## src/rtl/ibex_pmp_csr_regs.sv

```systemverilog
// PMP / Smepmp CSR register file.
// Holds pmpcfg0-3 (as per-region configs), pmpaddr0-15 and mseccfg, legalises
// CSR writes (WARL, lock, TOR-lock, MML, RLB), serves registered CSR reads and
// flags any real state change so the core can flush prefetched instructions.
//
// Ports:
//   clk_i, rst_ni        clock, async active-low reset
//   csr_we_i/csr_re_i    single-cycle write / read strobes
//   csr_addr_i           12-bit CSR address
//   csr_wdata_i          write data
//   csr_rdata_o          read data, valid with csr_rvalid_o (held until next read)
//   csr_rvalid_o         read response strobe, one cycle after csr_re_i
//   csr_err_o            illegal-address strobe, one cycle after the access
//   csr_pmp_cfg_o        per region {L, A[1:0], X, W, R}
//   csr_pmp_addr_o       per region {pmpaddr[31:0], 2'b00}
//   csr_pmp_mseccfg_o    {rlb, mmwp, mml}
//   pmp_cfg_changed_o    pulse: previous cycle's write changed stored state
module ibex_pmp_csr_regs #(
  parameter int unsigned PMPGranularity = 0,
  parameter int unsigned PMPNumRegions  = 4
) (
  input  logic                               clk_i,
  input  logic                               rst_ni,
  input  logic                               csr_we_i,
  input  logic                               csr_re_i,
  input  logic [11:0]                        csr_addr_i,
  input  logic [31:0]                        csr_wdata_i,
  output logic [31:0]                        csr_rdata_o,
  output logic                               csr_rvalid_o,
  output logic                               csr_err_o,
  output logic [PMPNumRegions-1:0][5:0]      csr_pmp_cfg_o,
  output logic [PMPNumRegions-1:0][33:0]     csr_pmp_addr_o,
  output logic [2:0]                         csr_pmp_mseccfg_o,
  output logic                               pmp_cfg_changed_o
);
  localparam int unsigned N = PMPNumRegions;
  // Read-back masks: NAPOT forces bits [G-2:0] to 1, OFF/TOR clears [G-1:0].
  localparam logic [31:0] NapotOnes = (PMPGranularity >= 2) ?
                                      (((32'd1 << PMPGranularity) >> 1) - 32'd1) : 32'd0;
  localparam logic [31:0] TorClr    = (32'd1 << PMPGranularity) - 32'd1;

  // cfg packing: [5]=L, [4:3]=A, [2]=X, [1]=W, [0]=R
  logic [N-1:0][5:0]  r_cfg,  w_cfg_nxt;
  logic [N-1:0][31:0] r_addr, w_addr_nxt;
  logic               r_mml, r_mmwp, r_rlb;
  logic               w_mml_nxt, w_mmwp_nxt, w_rlb_nxt;
  logic [31:0]        r_rdata;
  logic               r_rvalid, r_err, r_changed;

  logic               w_sel_cfg, w_sel_addr, w_sel_msec, w_sel_msech, w_legal;
  logic [N-1:0]       w_lock, w_tor_lock;
  logic [3:0][31:0]   w_cfg_words;
  logic [15:0][31:0]  w_addr_rd;
  logic [31:0]        w_rdata;
  logic               w_changed;

  assign w_sel_cfg   = (csr_addr_i[11:2] == 10'h0E8);
  assign w_sel_addr  = (csr_addr_i[11:4] == 8'h3B);
  assign w_sel_msec  = (csr_addr_i == 12'h747);
  assign w_sel_msech = (csr_addr_i == 12'h757);
  assign w_legal     = w_sel_cfg | w_sel_addr | w_sel_msec | w_sel_msech;

  for (genvar gi = 0; gi < 16; gi++) begin : g_rgn
    if (gi < N) begin : g_impl
      logic [7:0] w_b;
      logic [1:0] w_a;
      logic       w_cfg_hit, w_cfg_ign, w_addr_hit, w_addr_ign;

      assign w_b       = csr_wdata_i[8*(gi%4) +: 8];
      assign w_cfg_hit = csr_we_i & w_sel_cfg & (csr_addr_i[1:0] == 2'(gi/4));
      // Locked entry, reserved R=0/W=1 outside MML, or MML forbidding new
      // locked executable / shared-data rules without RLB.
      assign w_cfg_ign = (r_cfg[gi][5] & ~r_rlb)
                       | (~w_b[0] & w_b[1] & ~r_mml)
                       | (r_mml & ~r_rlb & w_b[7] & (w_b[2] | (~w_b[0] & w_b[1])));
      // NA4 is not representable above 4-byte granularity; it falls back to OFF.
      assign w_a = ((PMPGranularity > 0) && (w_b[4:3] == 2'b10)) ? 2'b00 : w_b[4:3];
      assign w_cfg_nxt[gi] = (w_cfg_hit & ~w_cfg_ign) ? {w_b[7], w_a, w_b[2:0]} : r_cfg[gi];

      if (gi + 1 < N) begin : g_tor
        assign w_tor_lock[gi] = r_cfg[gi+1][5] & (r_cfg[gi+1][4:3] == 2'b01);
      end else begin : g_last
        assign w_tor_lock[gi] = 1'b0;
      end

      assign w_addr_hit = csr_we_i & w_sel_addr & (csr_addr_i[3:0] == 4'(gi));
      assign w_addr_ign = ~r_rlb & (r_cfg[gi][5] | w_tor_lock[gi]);
      assign w_addr_nxt[gi] = (w_addr_hit & ~w_addr_ign) ? csr_wdata_i : r_addr[gi];

      assign w_lock[gi] = r_cfg[gi][5];
      assign w_cfg_words[gi/4][8*(gi%4) +: 8] = {r_cfg[gi][5], 2'b00, r_cfg[gi][4:0]};

      always_comb begin
        w_addr_rd[gi] = r_addr[gi];
        unique case (r_cfg[gi][4:3])
          2'b11:        w_addr_rd[gi] = r_addr[gi] | NapotOnes;
          2'b00, 2'b01: w_addr_rd[gi] = r_addr[gi] & ~TorClr;
          default:      w_addr_rd[gi] = r_addr[gi];
        endcase
      end

      assign csr_pmp_cfg_o[gi]  = r_cfg[gi];
      assign csr_pmp_addr_o[gi] = {r_addr[gi], 2'b00};
    end else begin : g_none
      assign w_cfg_words[gi/4][8*(gi%4) +: 8] = 8'h00;
      assign w_addr_rd[gi] = 32'h0;
    end
  end

  // MML/MMWP are sticky; RLB can only be raised while no region is locked.
  always_comb begin
    w_mml_nxt  = r_mml;
    w_mmwp_nxt = r_mmwp;
    w_rlb_nxt  = r_rlb;
    if (csr_we_i && w_sel_msec) begin
      w_mml_nxt  = r_mml  | csr_wdata_i[0];
      w_mmwp_nxt = r_mmwp | csr_wdata_i[1];
      w_rlb_nxt  = csr_wdata_i[2] & (r_rlb | ~(|w_lock));
    end
  end

  always_comb begin
    w_rdata = 32'h0;
    if (w_sel_cfg)       w_rdata = w_cfg_words[csr_addr_i[1:0]];
    else if (w_sel_addr) w_rdata = w_addr_rd[csr_addr_i[3:0]];
    else if (w_sel_msec) w_rdata = {29'h0, r_rlb, r_mmwp, r_mml};
  end

  assign w_changed = (w_cfg_nxt != r_cfg) | (w_addr_nxt != r_addr) |
                     ({w_rlb_nxt, w_mmwp_nxt, w_mml_nxt} != {r_rlb, r_mmwp, r_mml});

  always_ff @(posedge clk_i or negedge rst_ni) begin
    if (!rst_ni) begin
      r_cfg     <= '0;
      r_addr    <= '0;
      r_mml     <= 1'b0;
      r_mmwp    <= 1'b0;
      r_rlb     <= 1'b0;
      r_rdata   <= 32'h0;
      r_rvalid  <= 1'b0;
      r_err     <= 1'b0;
      r_changed <= 1'b0;
    end else begin
      r_cfg     <= w_cfg_nxt;
      r_addr    <= w_addr_nxt;
      r_mml     <= w_mml_nxt;
      r_mmwp    <= w_mmwp_nxt;
      r_rlb     <= w_rlb_nxt;
      r_rvalid  <= csr_re_i;
      r_err     <= (csr_we_i | csr_re_i) & ~w_legal;
      r_changed <= w_changed;
      // Read samples pre-write state, so we+re to one address returns old data.
      if (csr_re_i) r_rdata <= w_rdata;
    end
  end

  assign csr_rdata_o       = r_rdata;
  assign csr_rvalid_o      = r_rvalid;
  assign csr_err_o         = r_err;
  assign csr_pmp_mseccfg_o = {r_rlb, r_mmwp, r_mml};
  assign pmp_cfg_changed_o = r_changed;
endmodule

```

## config.mk

```make
export PLATFORM = sky130hd
export DESIGN_NAME = ibex_pmp_csr_regs
export DESIGN_NICKNAME = d
export VERILOG_FILES = /design/src/rtl/ibex_pmp_csr_regs.sv
export SDC_FILE = /design/constraint.sdc
export NUM_CORES = 1
export LEC_CHECK = 0
export CAP_MARGIN = 20
export CELL_PAD_IN_SITES_DETAIL_PLACEMENT = 2
export CELL_PAD_IN_SITES_GLOBAL_PLACEMENT = 2
export CORE_AREA = 2 2 227 162
export DETAILED_ROUTE_END_ITERATION = 8
export DIE_AREA = 0 0 229 164
export PLACE_DENSITY = 0.75
export SYNTH_ARGS = -nofsm -noshare
export SYNTH_HDL_FRONTEND = slang
export SYNTH_SLANG_ARGS = --single-unit
```

## constraint.sdc

```tcl
create_clock -name clk_i -period 1.84 [get_ports clk_i]
set_clock_uncertainty 0.1 [all_clocks]
set_input_delay 0.276 -clock clk_i [delete_from_list [all_inputs] [get_ports clk_i]]
set_output_delay 0.276 -clock clk_i [all_outputs]
set_load 0.02 [all_outputs]
```

=== Yosys cells after proc, flatten, opt, wreduce, memory -nomap -nowiden ===
Cells that the tools add are included.

* Register bits after elaboration: 190
* Input bits: 48
* Output and inout bits: 198
* Word-level logic and storage cells: 136

* Magnitude comparators: 2
* Equal/unequal tests: 13
* Multiplexer cells: 18
* Bitwise gates (word level): 84
* Reductions and logical operators: 4

{| class="wikitable"
|+ Operators by type and width
! kind !! count
|-
| 2-to-1 mux 32 bit || 8
|-
| binary-select mux 32 bit (select 4 bit) || 1
|-
| inequality test 128 bit || 1
|-
| binary-select mux 32 bit (select 2 bit) || 1
|-
| AND 1 bit || 44
|-
| == test 12 x 11 -> 1 bit (second input constant) || 2
|-
| 2-to-1 mux 6 bit || 4
|-
| inequality test 24 bit || 1
|-
| bitwise OR 1 bit || 24
|-
| NOT 1 bit || 16
|-
| == test 10 x 8 -> 1 bit (second input constant) || 1
|-
| == test 4 x 2 -> 1 bit (second input constant) || 2
|-
| == test 8 x 6 -> 1 bit (second input constant) || 1
|-
| == test 2 x 1 -> 1 bit (second input constant) || 3
|-
| less-than comparator 4 x 5 -> 1 bit (second input constant) || 1
|-
| == test 4 x 1 -> 1 bit (second input constant) || 1
|-
| zero test 4 bit || 1
|-
| OR reduction 4 bit || 1
|-
| less-than comparator 2 x 3 -> 1 bit (second input constant) || 1
|-
| 2-to-1 mux 1 bit || 3
|-
| 2-to-1 mux 3 bit || 1
|-
| inequality test 3 bit || 1
|-
| zero test 2 bit || 1
|-
| logical AND 1 bit || 1
|}

=== Depth between registers and ports, before layout ===
* Word-level depth: 11
* Mapped depth: 9
* Gate-level depth less buffers: 7

=== Worst setup path after synthesis ===
No wires, ideal clock.

* Path kind: reg-to-reg
* From: register r_addr (netlist bit csr_pmp_addr_o[63])
* To: register r_changed, in the netlist pmp_cfg_changed_o
* Setup time: 0.138 ns
* Arrival: 1.849 ns
* Required time: 1.602 ns
* Path slack: -0.247 ns
* Stages on the path, launching flop included: 7
* Buffers on the path: 0
* Period minus slack after synthesis: 2.087 ns
* Cell sequence: dfrtp_1 -> xor2_1 -> or4_1 -> nor4_1 -> nand4_1 -> a221oi_2 -> nand4_1

* Word-level cells in the longest chain between the ends: 4

{| class="wikitable"
|+ RTL lines
! element !! RTL line !! source
|-
| start: declaration || 44 || <nowiki>logic [N-1:0][31:0] r_addr, w_addr_nxt;</nowiki>
|-
| start signal: assignment || 145 || <nowiki>r_addr <= w_addr_nxt;</nowiki>
|-
| 2-to-1 mux 32 bit || 88 || <nowiki>assign w_addr_nxt[gi] = (w_addr_hit & ~w_addr_ign) ? csr_wdata_i : r_addr[gi];</nowiki>
|-
| inequality test 128 bit (*) || 129 || <nowiki>assign w_changed = (w_cfg_nxt != r_cfg) | (w_addr_nxt != r_addr) |</nowiki>
|-
| bitwise OR 1 bit (*) (2 in series) || 129 ||
|-
| named net w_changed || 55 || <nowiki>logic w_changed;</nowiki>
|-
| end signal: assignment || 151 || <nowiki>r_changed <= w_changed;</nowiki>
|-
| end: declaration || 48 || <nowiki>logic r_rvalid, r_err, r_changed;</nowiki>
|}

The timed path passes the listed nets; every way through them passes the cells marked *.
A chain may end at the register's enable or synchronous reset.

=== Worst setup path after layout ===
* From: input csr_wdata_i[19]
* To: register r_changed, in the netlist pmp_cfg_changed_o

* Word-level cells in the longest chain between the ends: 4
* Elaborated cells on any way between the ends: 9
* Those cells by class: eq/ne (2); mux (5); bitwise (2)

{| class="wikitable"
|+ RTL lines
! element !! RTL line !! source
|-
| start: declaration || 27 || <nowiki>input logic [31:0] csr_wdata_i,</nowiki>
|-
| 2-to-1 mux 32 bit / 2-to-1 mux 6 bit (equally long branches) || 88, 78 ||
|-
| inequality test 128 bit / inequality test 24 bit (equally long branches) || 129 ||
|-
| bitwise OR 1 bit (*) (2 in series) || 129 ||
|-
| named net w_changed || 55 ||
|}

Marked as above.

==> metrics.txt <==
main area contributors after synthesis=dfrtp_1 (45%), mux2_2 (13%), mux4_2 (6.9%), xor2_1 (3.0%), a22oi_1 (2.3%); pwr dens=531.9 nW/µm²; critical path launch point type=primary input; Max-cap violations=0; pin count of the biggest net entering global routing=58; Worst VDD drop=0.0004909 V; post-synthesis instance area=10490 µm²; layout cells sized above 1=0.5036; Worst-Margin Slew=0.5384 ns; Tcrit/Tclk final=1.365; main combinational cell family by area after synthesis=multiplexers; final worst slack=-0.6714 ns; DRC viols=0; CTS Sinks=190; vias=11540; largest area contributor in the netlist=dfrtp_1; sequential share of the synthesized area=0.4531; Die H=164 µm; num rows=58; Pleak=9.383 nW; worst hold path type=primary input to async pin; Setup crit end kind=flop; EDFF count, synth=0; failing checks=setup timing; Core ar.=35410 µm²; Yosys warnings=0; Max Fclk=0.3982 GHz; Via density=5.714; setup violators final=154; Synth cell types=76; clock latency on the worst-skew pair=0.49 ns; status=finished, violations left; total power=0.009835 W; Global Route Usage Sum=0.3798; placed wire-length estimate=49070 µm; die width=229 µm; flops & latches, synth=190; final WL=73940 µm; gr ovfl total=0; WP data required=2.09 ns; Non-Filler Instances=2020; initial antenna violation count=5; die area=37560 µm²; Initial DRC Count=1056; top cells by count, synth=dfrtp_1 (190), mux2_2 (117), inv_1 (61); cell mode on critical path=buf_4; GPL Wtd Cong=0.9897; Max Slew Vio Count=0; dpl cells=1907; pre-CTS setup slack=-1.305 ns; first-pass GRT wire length=99930 µm; multiplexer area fraction after synthesis=0.2239; RSZ-0062 raised after global routing=true; vias in the first global route=12520; Tmin final=2.511 ns; ys flop type=dfrtp_1; critical path start-end classification=primary input to flop; nets=1572; Synth Area in Adders=0; cells after synthesis=898; CP peak stage delay=0.56 ns; Synth async-reset ratio=1.000; initial core utilization=0.2963; Final Util=0.5221; I/O pins=246; CTS max path bufs=2; count leader, synth=dfrtp_1; Critical Path AT=2.76 ns; fill count=3546; post-synthesis simple-gate area fraction=0.08300; IO buf count=237; H-tree Lvls=4; compound-gate portion of the synthesized area=0.1221; Crit Path Max Fanout=3; TritonRoute pass-1 iters=7; Clock Root Buffer=clkbuf_16; Fin. Hold Viols=0; Syn Area/Cell=11.68 µm²; Worst slew margin=0.6411; top cell type's share of synthesized area=0.4531; post-route ant nets=0; CTS Buf Count=17; P&R area growth vs syn=76.22%; drt wl/cell=36.60 µm; clock slew at reported path FFs=0.08 ns; CTS tree=done; CP Cell Sequence=clkdlybuf4s50_1, xnor2_1, buf_4, nand4_1, buf_4, nor4_1, buf_4, a31oi_1, a221oi_2, nand4_1; xor-xnor portion of the synthesized cell area=0.05008; Critical-path top delay cell=clkdlybuf4s50_1
-- per-layer routing --
| layer | vias to the layer above | share of wire | global-route usage |
|---|---|---|---|
| li1 | 4554 | - | - |
| met1 | 6127 | 0.42 | 0.5054 |
| met2 | 686 | 0.45 | 0.6094 |
| met3 | 174 | 0.082 | 0.08802 |
| met4 | 2 | 0.039 | 0.1328 |
| met5 | - | 0.00018 | 0 |
-- cell type report --
class	count	area (µm²)	area share
inverter	67	264.0	0.01428
multi-input combinational	573	5938	0.3212
tap	480	600.6	0.03248
clock inverter	14	172.7	0.009338
timing repair buffer	675	6275	0.3394
sequential	190	4803	0.2598
antenna	3	7.507	0.0004060
clock buffer	18	429.2	0.02321
-- worst paths after layout --
path / endpoint / depth (start not counted) / start / slack, ns
setup / recovery: pmp_cfg_changed_o$_DFF_PN0_ / 10 / csr_wdata_i[19] / -0.67
hold / removal: csr_rdata_o[9]$_DFFE_PN0P_ / 2 / rst_ni / 0.18
setup reg to reg: pmp_cfg_changed_o$_DFF_PN0_ / 7 / csr_pmp_addr_o[64]$_DFF_PN0_ / -0.66
hold reg to reg: csr_rdata_o[3]$_DFFE_PN0P_ / 2 / csr_rdata_o[3]$_DFFE_PN0P_ / 0.43
max in group asynchronous: csr_pmp_addr_o[57]$_DFF_PN0_ / 3 / rst_ni / 0.75
min in group clk_i: csr_err_o$_DFF_PN0_ / 5 / csr_addr_i[4] / 0.33
-- placed cells by master, fill, tap and decap left out, drive strengths merged, types with 6 or more instances in the layout --
master         count
buf              446
dfrtp            190
dlygate4sd2      152
mux2             126
inv               73
xor2              36
nor2              33
mux4              32
clkdlybuf4s50     32
a21oi             32
a22oi             32
o22ai             30
clkbuf            28
xnor2             24
mux2i             21
nand2             20
o21ai             20
clkdlybuf4s15     19
nor4              18
nand2b            15
dlymetal6s2s      14
nand3             13
o2bb2ai           11
nand4             11
a22o               9
nor3               9
conb               8
a222oi             7
a221oi             6
-- cells by family (layout without fill, tap and decap cells) --
family / Yosys count / in the layout
flip-flops: 190 / 190
AO/OA/AOI/OAI: 180 / 180
multiplexers: 179 / 179
AND/OR/NAND/NOR: 146 / 146
other: 1 / 11
buffers and inverters: 142 / 774
XOR/XNOR: 60 / 60
-- power by group --
part	internal [W]	switching [W]	total, W
logic	0.000581	0.000902	0.00148
registers	0.00422	0.0000395	0.00426
clock network	0.00206	0.00203	0.00409
total	0.00686	0.00298	0.00983
-- registers in the layout (all words and copies together) (netlist names) --
name	cells
pmp_cfg_changed_o	1
csr_rdata_o	32
r_mml	1
csr_err_o	1
csr_pmp_addr_o	128
csr_pmp_cfg_o	24
csr_rvalid_o	1
r_rlb	1
r_mmwp	1
-- worst max-delay path: cells and delay by family --
family	cells	cell delay, ns
AOI/OAI and AO/OA	2	0.31
xor gates and xnor gates	1	0.52
buffers and inverters	4	1.13
and+or+nand+nor	3	0.50
-- metrics by stage --
stage	hold slack, ns	TNS [ns]	area, µm²
floorplan	-0.1196	-2.501	10780
global placement	0.09840	-105.93	16230
detailed placement	0.1057	-118.90	16230
CTS	0.1718	-12.01	18130
global route	0.1917	-35.01	18480
finish	0.1802	-35.16	18490
-- repair_timing --
item | CTS | global route
setup buffers | 63 | 20
setup endpoints to repair | 359 | 225
gates cloned | 11 | 3
endpoints found under the hold margin | 113 | 0
resized for setup | 419 | 171
hold buffers | 2 | 0
pin swaps | 24 | 24
Note: power is estimated with default switching activity, not from simulation.
